$ cat config.mk
export PLATFORM = sky130hd
export DESIGN_NAME = mem_access
export DESIGN_NICKNAME = d
export VERILOG_FILES = /design/src/rtl/mem_access.sv
export SDC_FILE = /design/constraint.sdc
export NUM_CORES = 1
export LEC_CHECK = 0
export ABC_AREA = 1
export BUFFER_PORTS_ARGS = -buffer_cell sky130_fd_sc_hd__buf_4
export CORE_MARGIN = 2
export CORE_UTILIZATION = 44
export CTS_BUF_LIST = sky130_fd_sc_hd__clkbuf_16
export DETAILED_ROUTE_END_ITERATION = 10
export PLACE_DENSITY = 0.89
export SKIP_LAST_GASP = 1
export SLEW_MARGIN = 15
export SYNTH_ARGS = -nofsm -noshare
export SYNTH_HDL_FRONTEND = slang
export SYNTH_SLANG_ARGS = --single-unit
$ cat constraint.sdc
create_clock -name CLK -period 1.65 [get_ports CLK]
set_input_delay 0.2475 -clock CLK [delete_from_list [all_inputs] [get_ports CLK]]
set_output_delay 0.2475 -clock CLK [all_outputs]
set_load 0.1 [all_outputs]
$ cat src/rtl/mem_access.sv
// Memory-stage access controller: issues one dcache request per memory instruction,
// stalls upstream until dhit, tracks the LL/SC link and latches halt.
module mem_access #(
    parameter int ADDR_W = 32
) (
    input  logic              CLK,
    input  logic              RST,
    input  logic              valid_in,
    input  logic              memREN_in,
    input  logic              memWEN_in,
    input  logic              ll_in,
    input  logic              sc_in,
    input  logic              halt_in,
    input  logic [ADDR_W-1:0] addr_in,
    input  logic [ADDR_W-1:0] store_in,
    input  logic              advance_in,
    input  logic              dhit,
    input  logic [ADDR_W-1:0] dmemload,
    input  logic              ccinv,
    input  logic [ADDR_W-1:0] ccsnoopaddr,
    output logic              dmemREN,
    output logic              dmemWEN,
    output logic [ADDR_W-1:0] dmemaddr,
    output logic [ADDR_W-1:0] dmemstore,
    output logic [ADDR_W-1:0] dmemload_out,
    output logic              mem_stall,
    output logic              memwb_enable,
    output logic              halt_out
);
    // Word-granular address comparisons ignore the byte offset.
    localparam logic [ADDR_W-1:0] WORD_MASK = {{(ADDR_W-2){1'b1}}, 2'b00};

    typedef enum logic [1:0] {
        IDLE   = 2'd0,
        HELD   = 2'd1,
        HALTED = 2'd2
    } state_t;

    state_t            state_reg;
    logic              link_valid_reg;
    logic [ADDR_W-1:0] link_addr_reg;
    logic [ADDR_W-1:0] data_q_reg;

    logic op;
    logic link_match;
    logic snoop_hit_now;
    logic sc_fail;
    logic access;
    logic complete;
    logic ll_snoop_same;

    assign op            = valid_in & (memREN_in | memWEN_in);
    assign link_match    = link_valid_reg &
                           ((link_addr_reg & WORD_MASK) == (addr_in & WORD_MASK));
    assign snoop_hit_now = ccinv &
                           ((ccsnoopaddr & WORD_MASK) == (link_addr_reg & WORD_MASK));
    assign sc_fail       = op & sc_in & (~link_match | snoop_hit_now);
    assign access        = (state_reg == IDLE) & op & ~sc_fail;
    assign complete      = access & dhit;
    assign ll_snoop_same = ccinv &
                           ((ccsnoopaddr & WORD_MASK) == (addr_in & WORD_MASK));

    // Requests follow EX/MEM directly so the cache sees them in the issue cycle;
    // everything is forced quiet while reset is applied.
    always_comb begin
        dmemREN      = 1'b0;
        dmemWEN      = 1'b0;
        dmemaddr     = '0;
        dmemstore    = '0;
        dmemload_out = '0;
        mem_stall    = 1'b0;
        if (!RST) begin
            case (state_reg)
                IDLE: begin
                    if (access) begin
                        dmemREN      = memREN_in;
                        dmemWEN      = memWEN_in;
                        dmemaddr     = addr_in;
                        dmemstore    = store_in;
                        mem_stall    = ~dhit;
                        dmemload_out = sc_in ? {{(ADDR_W-1){1'b0}}, dhit} : dmemload;
                    end else if (!sc_fail) begin
                        dmemload_out = dmemload;
                    end
                end
                HELD: begin
                    dmemload_out = data_q_reg;
                end
                HALTED: begin
                    mem_stall    = 1'b1;
                    dmemload_out = data_q_reg;
                end
                default: begin
                    dmemload_out = '0;
                end
            endcase
        end
    end

    assign memwb_enable = ~mem_stall;
    assign halt_out     = (state_reg == HALTED) & ~RST;

    always_ff @(posedge CLK) begin
        if (RST) begin
            state_reg      <= IDLE;
            link_valid_reg <= 1'b0;
            link_addr_reg  <= '0;
            data_q_reg     <= '0;
        end else begin
            case (state_reg)
                IDLE: begin
                    if (valid_in & halt_in) begin
                        state_reg <= HALTED;
                    end else if (complete) begin
                        data_q_reg <= sc_in ? {{(ADDR_W-1){1'b0}}, 1'b1} : dmemload;
                        if (!advance_in) state_reg <= HELD;
                    end else if (sc_fail) begin
                        data_q_reg <= '0;
                        if (!advance_in) state_reg <= HELD;
                    end
                end
                HELD: begin
                    if (advance_in) state_reg <= IDLE;
                end
                HALTED: begin
                    state_reg <= HALTED;
                end
                default: begin
                    state_reg <= IDLE;
                end
            endcase

            // A new LL link survives a concurrent snoop unless the snoop hits the new word.
            if (complete & memREN_in & ll_in) begin
                link_addr_reg  <= addr_in;
                link_valid_reg <= ~ll_snoop_same;
            end else if (snoop_hit_now | (complete & memWEN_in & (sc_in | link_match))) begin
                link_valid_reg <= 1'b0;
            end
        end
    end
endmodule

==> impl_metrics.csv, run 1 <==
group,metric,value,unit
logic_synthesis,ys_ff_latch,65,
sta,crit_endpoint,"dmemaddr[4]",
status,outcome,"stopped before the end",
placed_design,globalplace.congestion,0.979,
die,die_w,114,µm
die,num_rows,40,
logic_synthesis,yosysWarnings,0,
logic_synthesis,avgSynthCellArea,5.47,µm²
clocking,cts_root_buffer,"clkbuf_16",
clocking,cts.sinks,65,
logic_synthesis,netlist.area_leader.share,24.4,%
logic_synthesis,ys_seq_area_share,24.4,%
die,fp.dieH,114,µm
logic_synthesis,synth_area_leader_cell,"dfxtp_1",
global_routing,grtUsageTotal,94.0,%
status,haltStage,"global routing (5_1_grt)",
clocking,cts_hold_buf,0,
logic_synthesis,syn-instance-count,975,
clocking,cts_buffers,9,
placed_design,io_buffers,237,
die,io_pins,240,
sta,worst-ep-kind,"top-level output",
logic_synthesis,netlist_area,5330,µm²
status,stop_error,"[ERROR GRT-0232] Routing congestion too high. Check the congestion heatmap in the GUI.",
logic_synthesis,synth_area_leaders,"dfxtp_1 (24%), nand2_1 (22%), nor2_1 (13%)",
die,start_util,44.8,%
logic_synthesis,synth_flop_cell,"dfxtp_1",
logic_synthesis,synthArstFlopShare,0,%
placed_design,hpwl,16.5,mm
clocking,cts_max_level,3,
logic_synthesis,ys_types,35,
logic_synthesis,postSynthNetCount,1118,
clocking,clock_path_buffers,2,
logic_synthesis,synth-edff-count,0,
global_routing,grt.overflow.total,875,
global_routing,grt_max_degree,41,
## stage by stage
| stage | instance area (µm²) | std cells | util [%] | setup slack (ns) | hold WS, ns |
|---|---|---|---|---|---|
| after floorplan | 6480 | 975 | - | -0.837 | 0.383 |
| after global placement | 9260 | 1441 | 77.7 | -0.708 | 0.458 |
| after detailed placement | 9260 | 1441 | 77.7 | -0.753 | 0.463 |
| after CTS | 11200 | 1472 | 93.9 | -0.917 | 0.173 |
## synth_stat cells, types with 5 or more instances
| library cell | number |
|---|---|
| or2_2 | 31 |
| clkbuf_1 | 29 |
| buf_6 | 5 |
| inv_1 | 126 |
| inv_2 | 7 |
| buf_2 | 11 |
| nor2_1 | 179 |
| nand2_1 | 318 |
| o22ai_1 | 10 |
| nor3_2 | 8 |
| nand3_1 | 8 |
| a21oi_1 | 71 |
| xnor2_1 | 18 |
| dfxtp_1 | 65 |
| o21ai_0 | 38 |
| nor3_1 | 21 |
## cells by family after synthesis
kind of cell	share of synthesized area, %
adder cells (fa/ha/maj)	0.939
flip-flops	24.4
AO/OA/AOI/OAI	12.7
AND/OR/NAND/NOR	44.8
XOR/XNOR	3.45
buffers and inverters	13.7
## per-layer routing
metal | track usage, % | overflow
met1 | 83.5 | 7
met2 | 123 | 631
met3 | 69.2 | 3
met4 | 113 | 234
met5 | 23.1 | 0
## repair_timing
item                       4_1_cts
setup endpoints to repair      166
resized for setup              369
gates cloned                     5
pin swaps                       15
buffers inserted                11
==> run 2: changes to the inputs <==
Settings changed: CORE_UTILIZATION 44 to 40, CTS_BUF_LIST sky130_fd_sc_hd__clkbuf_16 to unset, PLACE_DENSITY 0.89 to unset, PLACE_DENSITY_LB_ADDON set to 0.15.
Clock period 1.65 ns to 2.15 ns, I/O delays scaled along.
==> run 2 against run 1 <==
  * The flow now finishes, with violations (setup timing)
  * Synthesized cell count is the same
  * Synthesized area is the same
==> impl_metrics.csv, run 2 <==
group,metric,value,unit
global_routing,grt_max_degree,39,
die,fp.dieH,119,µm
sta,relSlewSlack,70.1,%
status,outcome,"finished, violations left",
clocking,cts.sinks,65,
setup_path,crit_chain,"inv_1 -> nand2_1 -> nand2_1 -> nor2_2 -> nand2_1 -> nor2_2 -> nand2_1 -> nor2_2 -> nand2_2 -> nand2_4 -> nand2_8 -> buf_12 -> nor3b_4 -> buf_12",
die,num_rows,42,
setup_path,reg2reg_slack,-0.10,ns
finish,design_area,11100,µm²
logic_synthesis,syn-instance-count,975,
die,io_pins,240,
hold_path,hold_path_class,"input port to flop",
logic_synthesis,ys_seq_area_share,24.4,%
finish,num_antenna_cells,0,
die,start_util,40.6,%
finish,largest_register_ffs,32,
setup_path,r2r_end,"data_q_reg[26]$_SDFFE_PP0P_",
clocking,worstSkewPairLatency,0.33,ns
die,coreArea,13100,µm²
logic_synthesis,postSynthNetCount,1118,
route,vias_per_cell,5.10,
route,detail-route-antenna-nets,0,
sta,setup_ws,-0.563,ns
power,netSwitchingFraction,44.9,%
global_routing,antenna_found_initial,0,
setup_path,r2r_cells,15,
global_routing,grtUsageTotal,33.1,%
setup_path,path_buf_inv,3,
route,first_iter_violations,612,
sta,period_minus_slack,2.71,ns
logic_synthesis,synth_flop_cell,"dfxtp_1",
logic_synthesis,yosysMostFrequentCell,"nand2_1",
placed_design,globalplace.congestion,0.974,
logic_synthesis,yosysWarnings,0,
route,drc_errors,0,
logic_synthesis,netlist_area,5330,µm²
sta,setup_viol,133,
finish,area_growth,108,%
setup_path,cp.depth,14,
logic_synthesis,synth_area_leaders,"dfxtp_1 (24%), nand2_1 (22%), nor2_1 (13%)",
status,violations,"setup timing",
power,power_density,566,nW/µm²
clocking,path_clk_slew,0.06,ns
setup_path,end_kind,"output port",
logic_synthesis,ys_types,35,
logic_synthesis,synthArstFlopShare,0,%
clocking,cts_hold_buf,0,
setup_path,crit_family,"simple AND/OR/NAND/NOR gates",
power,pwr-share-comb,55.7,%
global_routing,grt_pass1_wl,37.5,mm
sta,hold_viol,0,
logic_synthesis,synthTopCellsByCount,"nand2_1 (318), nor2_1 (179), inv_1 (126)",
finish,final_cell_mix,"nand2_1 (311), buf_4 (266), nor2_1 (130)",
sta,fin_crit_sh,126,%
setup_path,cp-startpoint,"link_addr_reg[24]$_SDFFE_PP0P_",
sta,drv_slew,0,
clocking,cts_buffers,9,
die,die_w,119,µm
global_routing,grt.overflow.total,0,
power,p_int,3.46,mW
setup_path,r2r_start,"link_addr_reg[20]$_SDFFE_PP0P_",
logic_synthesis,synth-edff-count,0,
setup_path,cp.required,1.83,ns
die,fp.dieArea,14300,µm²
finish,nets,1473,
hold_path,min_path_cells,2,
finish,drive_gt1_share,45.2,%
route,via_count,7702,
placed_design,io_buffers,237,
route,dr.pass1.iters,5,
setup_path,cp_data_arrival_time,2.39,ns
logic_synthesis,avgSynthCellArea,5.47,µm²
power,p_leak,5.00,nW
route,routedWlPerCell,16.8,µm
finish,fin_util,84.4,%
route,totalWireLength,25.4,mm
sta,worst_pin_slew,0.446,ns
power,power.switching,2.82,mW
setup_path,slowest_delay,0.35,ns
sta,max_freq,0.369,GHz
setup_path,path_class,"flop to output port",
clocking,cts_root_buffer,"clkbuf_16",
power,clkPwrFrac,23.0,%
sta,fin_worst_skew,0.0102,ns
placed_design,postPlaceCellArea,9370,µm²
power,pwr-share-seq,21.3,%
flow_run,drv_cap,0,
power,ir_worst_vdd,0.473,mV
sta,rsz0062_at_grt,"true",
setup_path,crit_slowest_cell,"dfxtp_2",
clocking,cts_max_level,3,
setup_path,start_kind,"flop",
logic_synthesis,ys_ff_latch,65,
power,fin_total_pwr,6.27,mW
clocking,clock_path_buffers,2,
global_routing,grt_pass1_vias,7249,
logic_synthesis,synth_area_leader_cell,"dfxtp_1",
setup_path,worstSetupEndpoint,"dmemWEN",
logic_synthesis,netlist.area_leader.share,24.4,%
setup_path,crit_path_max_fanout,5,
finish,final_common_cell,"nand2_1",
clocking,cts_tree,"yes",
setup_path,path_common_cell,"nand2_1",
placed_design,hpwl,16.3,mm
==> run 2: cell counts after synthesis <==
Identical to the previous run, type by type.
==> run 2: power by group through the flow <==
stage / registers (mW) / clock network, mW / logic [mW]
6_report: 1.34 / 1.44 / 3.49
4_1_cts: 1.34 / 1.45 / 3.35
3_3_place_gp: 1.36 / 0 / 2.92
2_1_floorplan: 1.35 / 0 / 2.05
5_1_grt: 1.35 / 1.50 / 3.65
3_5_place_dp: 1.36 / 0 / 2.95
==> run 2: worst min-delay path by stage <==
stage | start | to
after detailed placement | data_q_reg[0]$_SDFFE_PP0P_ | data_q_reg[0]$_SDFFE_PP0P_
after global placement | data_q_reg[0]$_SDFFE_PP0P_ | data_q_reg[0]$_SDFFE_PP0P_
final | RST | data_q_reg[0]$_SDFFE_PP0P_
after CTS | RST | data_q_reg[0]$_SDFFE_PP0P_
after global routing | RST | data_q_reg[0]$_SDFFE_PP0P_
after floorplan | data_q_reg[0]$_SDFFE_PP0P_ | data_q_reg[0]$_SDFFE_PP0P_
==> run 2: per-layer routing <==
layer,vias up,wire [µm],global-route usage [%]
li1,3691,-,-
met1,3496,9830,39.9
met2,440,12100,56.8
met3,75,2470,9.20
met4,0,987,11.2
met5,-,0,0
==> run 2: stage by stage <==
step           hold WS, ns  std cells  TNS (ns)  setup WS [ns]
4_1_cts              0.207       1505    -32.82         -0.464
3_5_place_dp         0.457       1488    -22.98         -0.351
6_report             0.212       1511    -40.83         -0.563
2_1_floorplan        0.440        975    -19.23         -0.404
5_1_grt              0.219       1511    -62.22         -0.685
3_3_place_gp         0.452       1488    -24.06         -0.366
==> run 2: logic make-up after synthesis <==
family / Yosys count / share of synthesized area [%]
adder cells (fa/ha/maj): 4 / 0.939
flip-flops: 65 / 24.4
AND/OR/NAND/NOR: 577 / 44.8
buffers and inverters: 180 / 13.7
AO/OA/AOI/OAI: 128 / 12.7
XOR/XNOR: 21 / 3.45
==> run 2: cell type report <==
cell class | count | area (µm²)
flip-flops and latches | 65 | 1330
inverters | 134 | 518
clock buffers | 10 | 239
well taps | 176 | 220
fillers | 780 | 2050
clock inverters | 6 | 47.5
repair buffers | 389 | 4380
multi-input cells | 731 | 4360
==> run 2: repair_timing <==
action	CTS	global route
setup buffers	1	2
cloned	0	4
endpoints found under the hold margin	0	0
resized for setup	305	43
pin swaps	11	19
setup endpoints to repair	148	164
Note: power is estimated with default switching activity, not from simulation.
